`src/rtl/cnn_pkg.sv`:
```
// Shared CNN layer definitions: word width,
// layer FSM state encoding and signed compare.
package cnn_pkg;

    localparam int DATA_W = 16;

    typedef enum logic [2:0] {
        IDLE = 3'd0,
        RD   = 3'd1,
        LAST = 3'd2,
        WR   = 3'd3,
        DONE = 3'd4
    } state_t;

    // Signed-max select: 1 when nxt must replace cur.
    // Strict compare, so a tie keeps the earlier value.
    function automatic logic smax_sel(
        input logic signed [63:0] cur,
        input logic signed [63:0] nxt
    );
        return nxt > cur;
    endfunction

endpackage

```
`src/rtl/pool_engine_if.sv`:
```
// Layer handshake plus input/output buffer ports
// of one pooling engine.
interface pool_engine_if #(
    parameter int DATA_W = cnn_pkg::DATA_W,
    parameter int ADDR_W = 10
);
    logic              start;
    logic              busy;
    logic              done;
    logic              rd_en;
    logic [ADDR_W-1:0] rd_addr;
    logic [DATA_W-1:0] rd_data;
    logic              wr_en;
    logic [ADDR_W-1:0] wr_addr;
    logic [DATA_W-1:0] wr_data;

    modport master (
        output start, rd_data,
        input  busy, done, rd_en, rd_addr,
        input  wr_en, wr_addr, wr_data
    );

    modport slave (
        input  start, rd_data,
        output busy, done, rd_en, rd_addr,
        output wr_en, wr_addr, wr_data
    );
endinterface

```
`src/rtl/pool_addr_gen.sv`:
```
// Window/quad counters and registered read/write
// addresses for 2x2 stride-2 pooling.
module pool_addr_gen #(
    parameter int IN_H     = 24,
    parameter int IN_W     = 24,
    parameter int ADDR_W   = 10,
    parameter int IN_BASE  = 0,
    parameter int OUT_BASE = 0
) (
    input  logic              clk,
    input  logic              rst_n,
    input  logic              rd_go_i,
    input  logic              wr_go_i,
    output logic [ADDR_W-1:0] rd_addr_o,
    output logic [ADDR_W-1:0] wr_addr_o,
    output logic [1:0]        rd_q_o,
    output logic              last_win_o
);
    localparam int OH = IN_H / 2;
    localparam int OW = IN_W / 2;

    logic [ADDR_W-1:0] r_q;
    logic [ADDR_W-1:0] c_q;
    logic [1:0]        q_q;
    logic [1:0]        rd_q_q;
    logic [ADDR_W-1:0] rd_addr_q;
    logic [ADDR_W-1:0] wr_addr_q;
    logic              last_q;

    logic [ADDR_W-1:0] off_d;
    logic [ADDR_W-1:0] rd_addr_d;
    logic [ADDR_W-1:0] wr_addr_d;
    logic              win_last_d;

    // Quad offset inside the 2x2 window.
    always_comb begin
        off_d = '0;
        unique case (q_q)
            2'd0:    off_d = '0;
            2'd1:    off_d = ADDR_W'(1);
            2'd2:    off_d = ADDR_W'(IN_W);
            default: off_d = ADDR_W'(IN_W + 1);
        endcase
    end

    assign rd_addr_d = ADDR_W'(IN_BASE)
                     + r_q * ADDR_W'(2 * IN_W)
                     + (c_q << 1)
                     + off_d;

    assign wr_addr_d = ADDR_W'(OUT_BASE)
                     + r_q * ADDR_W'(OW)
                     + c_q;

    assign win_last_d = (r_q == ADDR_W'(OH - 1))
                     && (c_q == ADDR_W'(OW - 1));

    // Issue addresses and step quad/window counters.
    always_ff @(posedge clk or negedge rst_n) begin
        if (!rst_n) begin
            r_q       <= '0;
            c_q       <= '0;
            q_q       <= '0;
            rd_q_q    <= '0;
            rd_addr_q <= '0;
            wr_addr_q <= '0;
            last_q    <= 1'b0;
        end else begin
            rd_addr_q <= rd_go_i ? rd_addr_d : '0;
            wr_addr_q <= wr_go_i ? wr_addr_d : '0;
            if (rd_go_i) begin
                rd_q_q <= q_q;
                q_q    <= q_q + 2'd1;
            end
            if (wr_go_i) begin
                last_q <= win_last_d;
                if (c_q == ADDR_W'(OW - 1)) begin
                    c_q <= '0;
                    if (r_q == ADDR_W'(OH - 1))
                        r_q <= '0;
                    else
                        r_q <= r_q + 1'b1;
                end else begin
                    c_q <= c_q + 1'b1;
                end
            end
        end
    end

    assign rd_addr_o  = rd_addr_q;
    assign wr_addr_o  = wr_addr_q;
    assign rd_q_o     = rd_q_q;
    assign last_win_o = last_q;
endmodule

```
`src/rtl/pool_engine.sv`:
```
// 2x2 stride-2 max-pooling layer engine:
// start strobe in, one done pulse out.
module pool_engine #(
    parameter int DATA_W   = cnn_pkg::DATA_W,
    parameter int IN_H     = 24,
    parameter int IN_W     = 24,
    parameter int ADDR_W   = 10,
    parameter int IN_BASE  = 0,
    parameter int OUT_BASE = 0
) (
    input  logic          clk,
    input  logic          rst_n,
    pool_engine_if.slave  bus
);
    import cnn_pkg::*;

    state_t                   state_q;
    logic                     busy_q;
    logic                     done_q;
    logic                     rd_en_q;
    logic                     wr_en_q;
    logic signed [DATA_W-1:0] max_q;
    logic signed [DATA_W-1:0] wr_data_q;

    logic signed [DATA_W-1:0] rdv;
    logic signed [DATA_W-1:0] fold_d;
    logic                     rd_go;
    logic                     wr_go;
    logic [1:0]               rd_q;
    logic                     last_win;
    logic [ADDR_W-1:0]        rd_addr;
    logic [ADDR_W-1:0]        wr_addr;

    assign rdv = bus.rd_data;

    assign fold_d = smax_sel(64'(max_q), 64'(rdv))
                  ? rdv : max_q;

    // Cycles whose successor issues a read or the write.
    always_comb begin
        rd_go = 1'b0;
        wr_go = 1'b0;
        unique case (state_q)
            IDLE:    rd_go = bus.start;
            RD:      rd_go = (rd_q != 2'd3);
            LAST:    wr_go = 1'b1;
            WR:      rd_go = !last_win;
            default: rd_go = 1'b0;
        endcase
    end

    pool_addr_gen #(
        .IN_H     (IN_H),
        .IN_W     (IN_W),
        .ADDR_W   (ADDR_W),
        .IN_BASE  (IN_BASE),
        .OUT_BASE (OUT_BASE)
    ) u_addr (
        .clk        (clk),
        .rst_n      (rst_n),
        .rd_go_i    (rd_go),
        .wr_go_i    (wr_go),
        .rd_addr_o  (rd_addr),
        .wr_addr_o  (wr_addr),
        .rd_q_o     (rd_q),
        .last_win_o (last_win)
    );

    // Layer FSM with max fold and registered outputs.
    always_ff @(posedge clk or negedge rst_n) begin
        if (!rst_n) begin
            state_q   <= IDLE;
            busy_q    <= 1'b0;
            done_q    <= 1'b0;
            rd_en_q   <= 1'b0;
            wr_en_q   <= 1'b0;
            max_q     <= '0;
            wr_data_q <= '0;
        end else begin
            done_q <= 1'b0;
            unique case (state_q)
                IDLE: begin
                    if (bus.start) begin
                        state_q <= RD;
                        busy_q  <= 1'b1;
                        rd_en_q <= 1'b1;
                    end
                end
                RD: begin
                    if (rd_q == 2'd1)
                        max_q <= rdv;
                    else if (rd_q != 2'd0)
                        max_q <= fold_d;
                    if (rd_q == 2'd3) begin
                        state_q <= LAST;
                        rd_en_q <= 1'b0;
                    end
                end
                LAST: begin
                    max_q     <= fold_d;
                    wr_data_q <= fold_d;
                    wr_en_q   <= 1'b1;
                    state_q   <= WR;
                end
                WR: begin
                    wr_en_q <= 1'b0;
                    if (last_win) begin
                        state_q <= DONE;
                        busy_q  <= 1'b0;
                        done_q  <= 1'b1;
                    end else begin
                        state_q <= RD;
                        rd_en_q <= 1'b1;
                    end
                end
                DONE:    state_q <= IDLE;
                default: state_q <= IDLE;
            endcase
        end
    end

    assign bus.busy    = busy_q;
    assign bus.done    = done_q;
    assign bus.rd_en   = rd_en_q;
    assign bus.rd_addr = rd_addr;
    assign bus.wr_en   = wr_en_q;
    assign bus.wr_addr = wr_addr;
    assign bus.wr_data = wr_data_q;
endmodule

```
`src/flat_wrapper.sv`:
```
// flat-port wrapper written by rule: the top's interface ports become plain ports
module pool_engine_flat import cnn_pkg::*;
#(
    parameter int DATA_W   = cnn_pkg::DATA_W,
    parameter int IN_H     = 24,
    parameter int IN_W     = 24,
    parameter int ADDR_W   = 10,
    parameter int IN_BASE  = 0,
    parameter int OUT_BASE = 0
)
  (clk, rst_n, bus_start, bus_rd_data, bus_busy, bus_done, bus_rd_en, bus_rd_addr, bus_wr_en, bus_wr_addr, bus_wr_data);
  pool_engine_if #(.DATA_W(DATA_W), .ADDR_W(ADDR_W)) bus_i ();
  input  logic clk;
  input  logic rst_n;
  input wire logic [$bits(bus_i.start)-1:0] bus_start;
  input wire logic [$bits(bus_i.rd_data)-1:0] bus_rd_data;
  output wire logic [$bits(bus_i.busy)-1:0] bus_busy;
  output wire logic [$bits(bus_i.done)-1:0] bus_done;
  output wire logic [$bits(bus_i.rd_en)-1:0] bus_rd_en;
  output wire logic [$bits(bus_i.rd_addr)-1:0] bus_rd_addr;
  output wire logic [$bits(bus_i.wr_en)-1:0] bus_wr_en;
  output wire logic [$bits(bus_i.wr_addr)-1:0] bus_wr_addr;
  output wire logic [$bits(bus_i.wr_data)-1:0] bus_wr_data;
  assign bus_i.start = bus_start;
  assign bus_i.rd_data = bus_rd_data;
  assign bus_busy = bus_i.busy;
  assign bus_done = bus_i.done;
  assign bus_rd_en = bus_i.rd_en;
  assign bus_rd_addr = bus_i.rd_addr;
  assign bus_wr_en = bus_i.wr_en;
  assign bus_wr_addr = bus_i.wr_addr;
  assign bus_wr_data = bus_i.wr_data;
  pool_engine #(.DATA_W(DATA_W), .IN_H(IN_H), .IN_W(IN_W), .ADDR_W(ADDR_W), .IN_BASE(IN_BASE), .OUT_BASE(OUT_BASE)) u_core (.clk(clk), .rst_n(rst_n), .bus(bus_i));
endmodule
```
`config.mk`:
```
export PLATFORM = sky130hd
export DESIGN_NAME = pool_engine_flat
export DESIGN_NICKNAME = d
export VERILOG_FILES = /design/src/rtl/cnn_pkg.sv /design/src/rtl/pool_engine_if.sv /design/src/rtl/pool_addr_gen.sv /design/src/rtl/pool_engine.sv /design/src/flat_wrapper.sv
export SDC_FILE = /design/constraint.sdc
export NUM_CORES = 1
export LEC_CHECK = 0
export CAP_MARGIN = 20
export CORE_MARGIN = 2
export CORE_UTILIZATION = 55
export CTS_CLUSTER_SIZE = 20
export DETAILED_ROUTE_END_ITERATION = 6
export PLACE_DENSITY = 0.78
export RECOVER_POWER = 100
export SKIP_CTS_REPAIR_TIMING = 1
export SLEW_MARGIN = 10
export SYNTH_ARGS = -nofsm -noshare
export SYNTH_HDL_FRONTEND = slang
export SYNTH_SLANG_ARGS = --single-unit
```
`constraint.sdc`:
```
create_clock -name clk -period 5.7 [get_ports clk]
set_input_delay 1.425 -clock clk [delete_from_list [all_inputs] [get_ports clk]]
set_output_delay 1.425 -clock clk [all_outputs]
set_load 0.03 [all_outputs]
```
==> impl_metrics.json <==
{
  "synth_warnings": 0,
  "syn_nets": 586,
  "cts_root_buffer": "clkbuf_8",
  "drtIter0Drc": 216,
  "drcViolationCount": 0,
  "syn-cell-area_um2": 5010,
  "drt_wl_total_um": 10800,
  "ff2ff_setup_slack_ps": 2040,
  "cts-htree-levels": 3,
  "cts-buffers-inserted": 9,
  "fin_worst_hold_slack_ps": 486,
  "dpl_worst_slack_ps": 1170,
  "design.die.area_um2": 9890,
  "dr_total_vias": 4041,
  "postSynthRegisterBits": 84,
  "cts_buffer_depth": 2,
  "finalCritPeriodShare": 0.843,
  "antenna_violating_nets_post_route": 0,
  "status": "finished, violations left",
  "cap_viol_max_count": 2,
  "ff2ff_path_depth": 9,
  "die_w_um": 99.4,
  "placement_rows": 34,
  "post_dp_cell_area_um2": 5680,
  "post-route-util": 0.673,
  "required_ps": 5940,
  "fmax_mhz": 208,
  "synthesis.area_per_instance_um2": 9.69,
  "failed_checks": "max-capacitance violations, max-slew violations",
  "dp_cells": 669,
  "drt-pass1-iter-count": 5,
  "area_delta_synth_final_pct": 17.7,
  "timing.final.setup_violations": 0,
  "synth_enable_flop_cells": 0,
  "synth_async_sr_flop_share": 1.00,
  "viasPerCell": 5.88,
  "setup.worst_path.class": "input pin to register",
  "worst-endpoint-arrival_ps": 5040,
  "floorplan.core_area_um2": 8760,
  "tns_ps": 0,
  "finish.net_count": 643,
  "design_power_total_mw": 2.71,
  "unrepaired_setup_endpoints_after_global_routing": "false",
  "worst_setup_path_start_kind": "input pin",
  "ys_dominant_reg_cell": "dfrtp_1",
  "grt_usage": 0.230,
  "tritoncts": "yes",
  "drive_above_1_share": 0.0674,
  "worst-slew-pin-transition_ps": 1800,
  "period_needed_ps": 4800,
  "cp-end-kind": "register",
  "timing.max_slew.rel_slack": -0.200,
  "hold_viol_final": 0,
  "io_pins": 59,
  "yosysSeqAreaShare": 0.420,
  "place.gp.congestion": 0.868,
  "final-instance-count-excl-fill": 687,
  "start_util": 0.572,
  "wire_per_inst_um": 15.7,
  "syn-instance-count": 517,
  "pwr_density_cell_nw_per_um2": 460,
  "distinct_cell_type_count_of_the_synthesized_netlist": 48,
  "clock_insertion_delay_worst_skew_ps": 350,
  "postLayoutSetupSlackWorst_ps": 895,
  "leakagePower_nw": 2.79,
  "peak_vdd_ir_v": 0.000306,
  "dpl.hpwl_um": 7580,
  "critical_path.max_fanout": 11,
  "mostFrequentLayoutCells": "84 x dfrtp_1, 52 x nor2_1, 48 x nand2_1",
  "finClkSkew_ps": 11.0,
  "area_taken_by_flip_flops_and_latches_um2": 2100,
  "antenna_violations_before_repair": 0,
  "stdcell_area_um2": 5890,
  "maximum_number_of_pins_on_one_net_before_global_route_repair": 85,
  "port_buffers": 58,
  "vertical_die_dimension_um": 99.4,
  "timing_max_transition_violations_final": 65,
  "grt_pass1_wl_um": 18400,
  "whs_path_depth": 2,
  "grt_pass1_vias": 4003,
  "multiInputGateArea_um2": 2680,
  "diode_count": 0,
  "layout.cells.most_common": "dfrtp_1",
  "holdCritPathClass": "register to register",
  "grt_overflow_total": 0,
  "cts.clk_slew.worst_paths_ps": 90,
  "fillerInstances": 708,
  "cts_sinks": 84
}
[path summary, 6_finish.rpt]
| check | from | endpoint |
|---|---|---|
| worst max-delay path | bus_rd_data[15] | u_core.max_q[2]$_DFFE_PN0P_ |
| worst min-delay path | u_core.bus.wr_en$_DFFE_PN0P_ | u_core.bus.wr_en$_DFFE_PN0P_ |
| worst max register to register | u_core.max_q[15]$_DFFE_PN0P_ | u_core.max_q[2]$_DFFE_PN0P_ |
| worst min register to register | u_core.bus.wr_en$_DFFE_PN0P_ | u_core.bus.wr_en$_DFFE_PN0P_ |
| max in group asynchronous | rst_n | u_core.u_addr.r_q[5]$_DFFE_PN0P_ |
| min in group asynchronous | rst_n | u_core.u_addr.wr_addr_o[3]$_DFF_PN0_ |
[state kept, by name, indices dropped and copies added, names as in the netlist]
name                      flops
u_core.u_addr.wr_addr_o      10
u_core.u_addr.rd_q_o          2
u_core.bus.done               1
u_core.max_q                 16
u_core.u_addr.q_q             2
u_core.u_addr.last_win_o      1
u_core.bus.busy               1
u_core.bus.wr_data           16
u_core.u_addr.c_q            10
u_core.u_addr.r_q            10
u_core.state_q                3
u_core.bus.wr_en              1
u_core.bus.rd_en              1
u_core.u_addr.rd_addr_o      10
[cells in the mapped netlist, types with 5 or more instances]
| cell type | count | area [um^2] |
|---|---|---|
| a21oi_1 | 20 | 100 |
| mux2_4 | 10 | 150 |
| o21ai_0 | 23 | 115 |
| a221oi_1 | 16 | 140 |
| nand4_1 | 8 | 50.1 |
| nor2_1 | 52 | 195 |
| dfrtp_1 | 84 | 2100 |
| o211ai_1 | 17 | 128 |
| nor3_1 | 25 | 125 |
| xor2_1 | 7 | 61.3 |
| nand3_1 | 23 | 115 |
| and3_1 | 7 | 43.8 |
| inv_1 | 27 | 101 |
| a21o_1 | 5 | 37.5 |
| nor2b_1 | 13 | 81.3 |
| ha_1 | 46 | 576 |
| mux2_2 | 8 | 90.1 |
| clkbuf_1 | 18 | 67.6 |
| xnor2_1 | 13 | 114 |
| nand2_1 | 48 | 180 |
[per-layer routing]
layer | global-route usage | up-vias | routed length, um
met3 | 0.0372 | 14 | 449
met4 | 0.0643 | 0 | 129
met5 | 0 | - | 0
li1 | - | 1955 | -
met1 | 0.308 | 1975 | 4900
met2 | 0.389 | 97 | 5280
[logic make-up after synthesis]
group | after synthesis | synth area share
AND/OR/NAND/NOR | 194 | 0.183
multiplexers | 18 | 0.0480
XOR/XNOR | 20 | 0.0350
flip-flops | 84 | 0.420
buffers and inverters | 48 | 0.0387
adder cells (fa/ha/maj) | 50 | 0.131
AO/OA/AOI/OAI | 103 | 0.145
[worst max-delay path, stage by stage]
cell and delay (ps):
clkdlybuf4s50_1 470, ha_1 380, nand4_1 150, or2_0 280, o31ai_1 1090, a31oi_2 90
o31ai_4 260, clkbuf_1 500, mux2_2 400
[cell type report]
cell class / instances / area share
clock buffer: 11 / 0.0240
clock inverter: 5 / 0.0144
inverter: 27 / 0.0172
multi-input combinational: 385 / 0.454
sequential: 84 / 0.357
tap: 108 / 0.0229
timing repair buffer: 67 / 0.110
[report_power, final]
part	leakage [nW]	total [mW]	internal [mW]	switching, mW
combinational	1.60	1.29	0.535	0.756
sequential	1.08	0.936	0.782	0.154
clock	0.110	0.486	0.261	0.226
total	2.79	2.71	1.58	1.14
No activity file was read; power rests on OpenSTA's default activity.
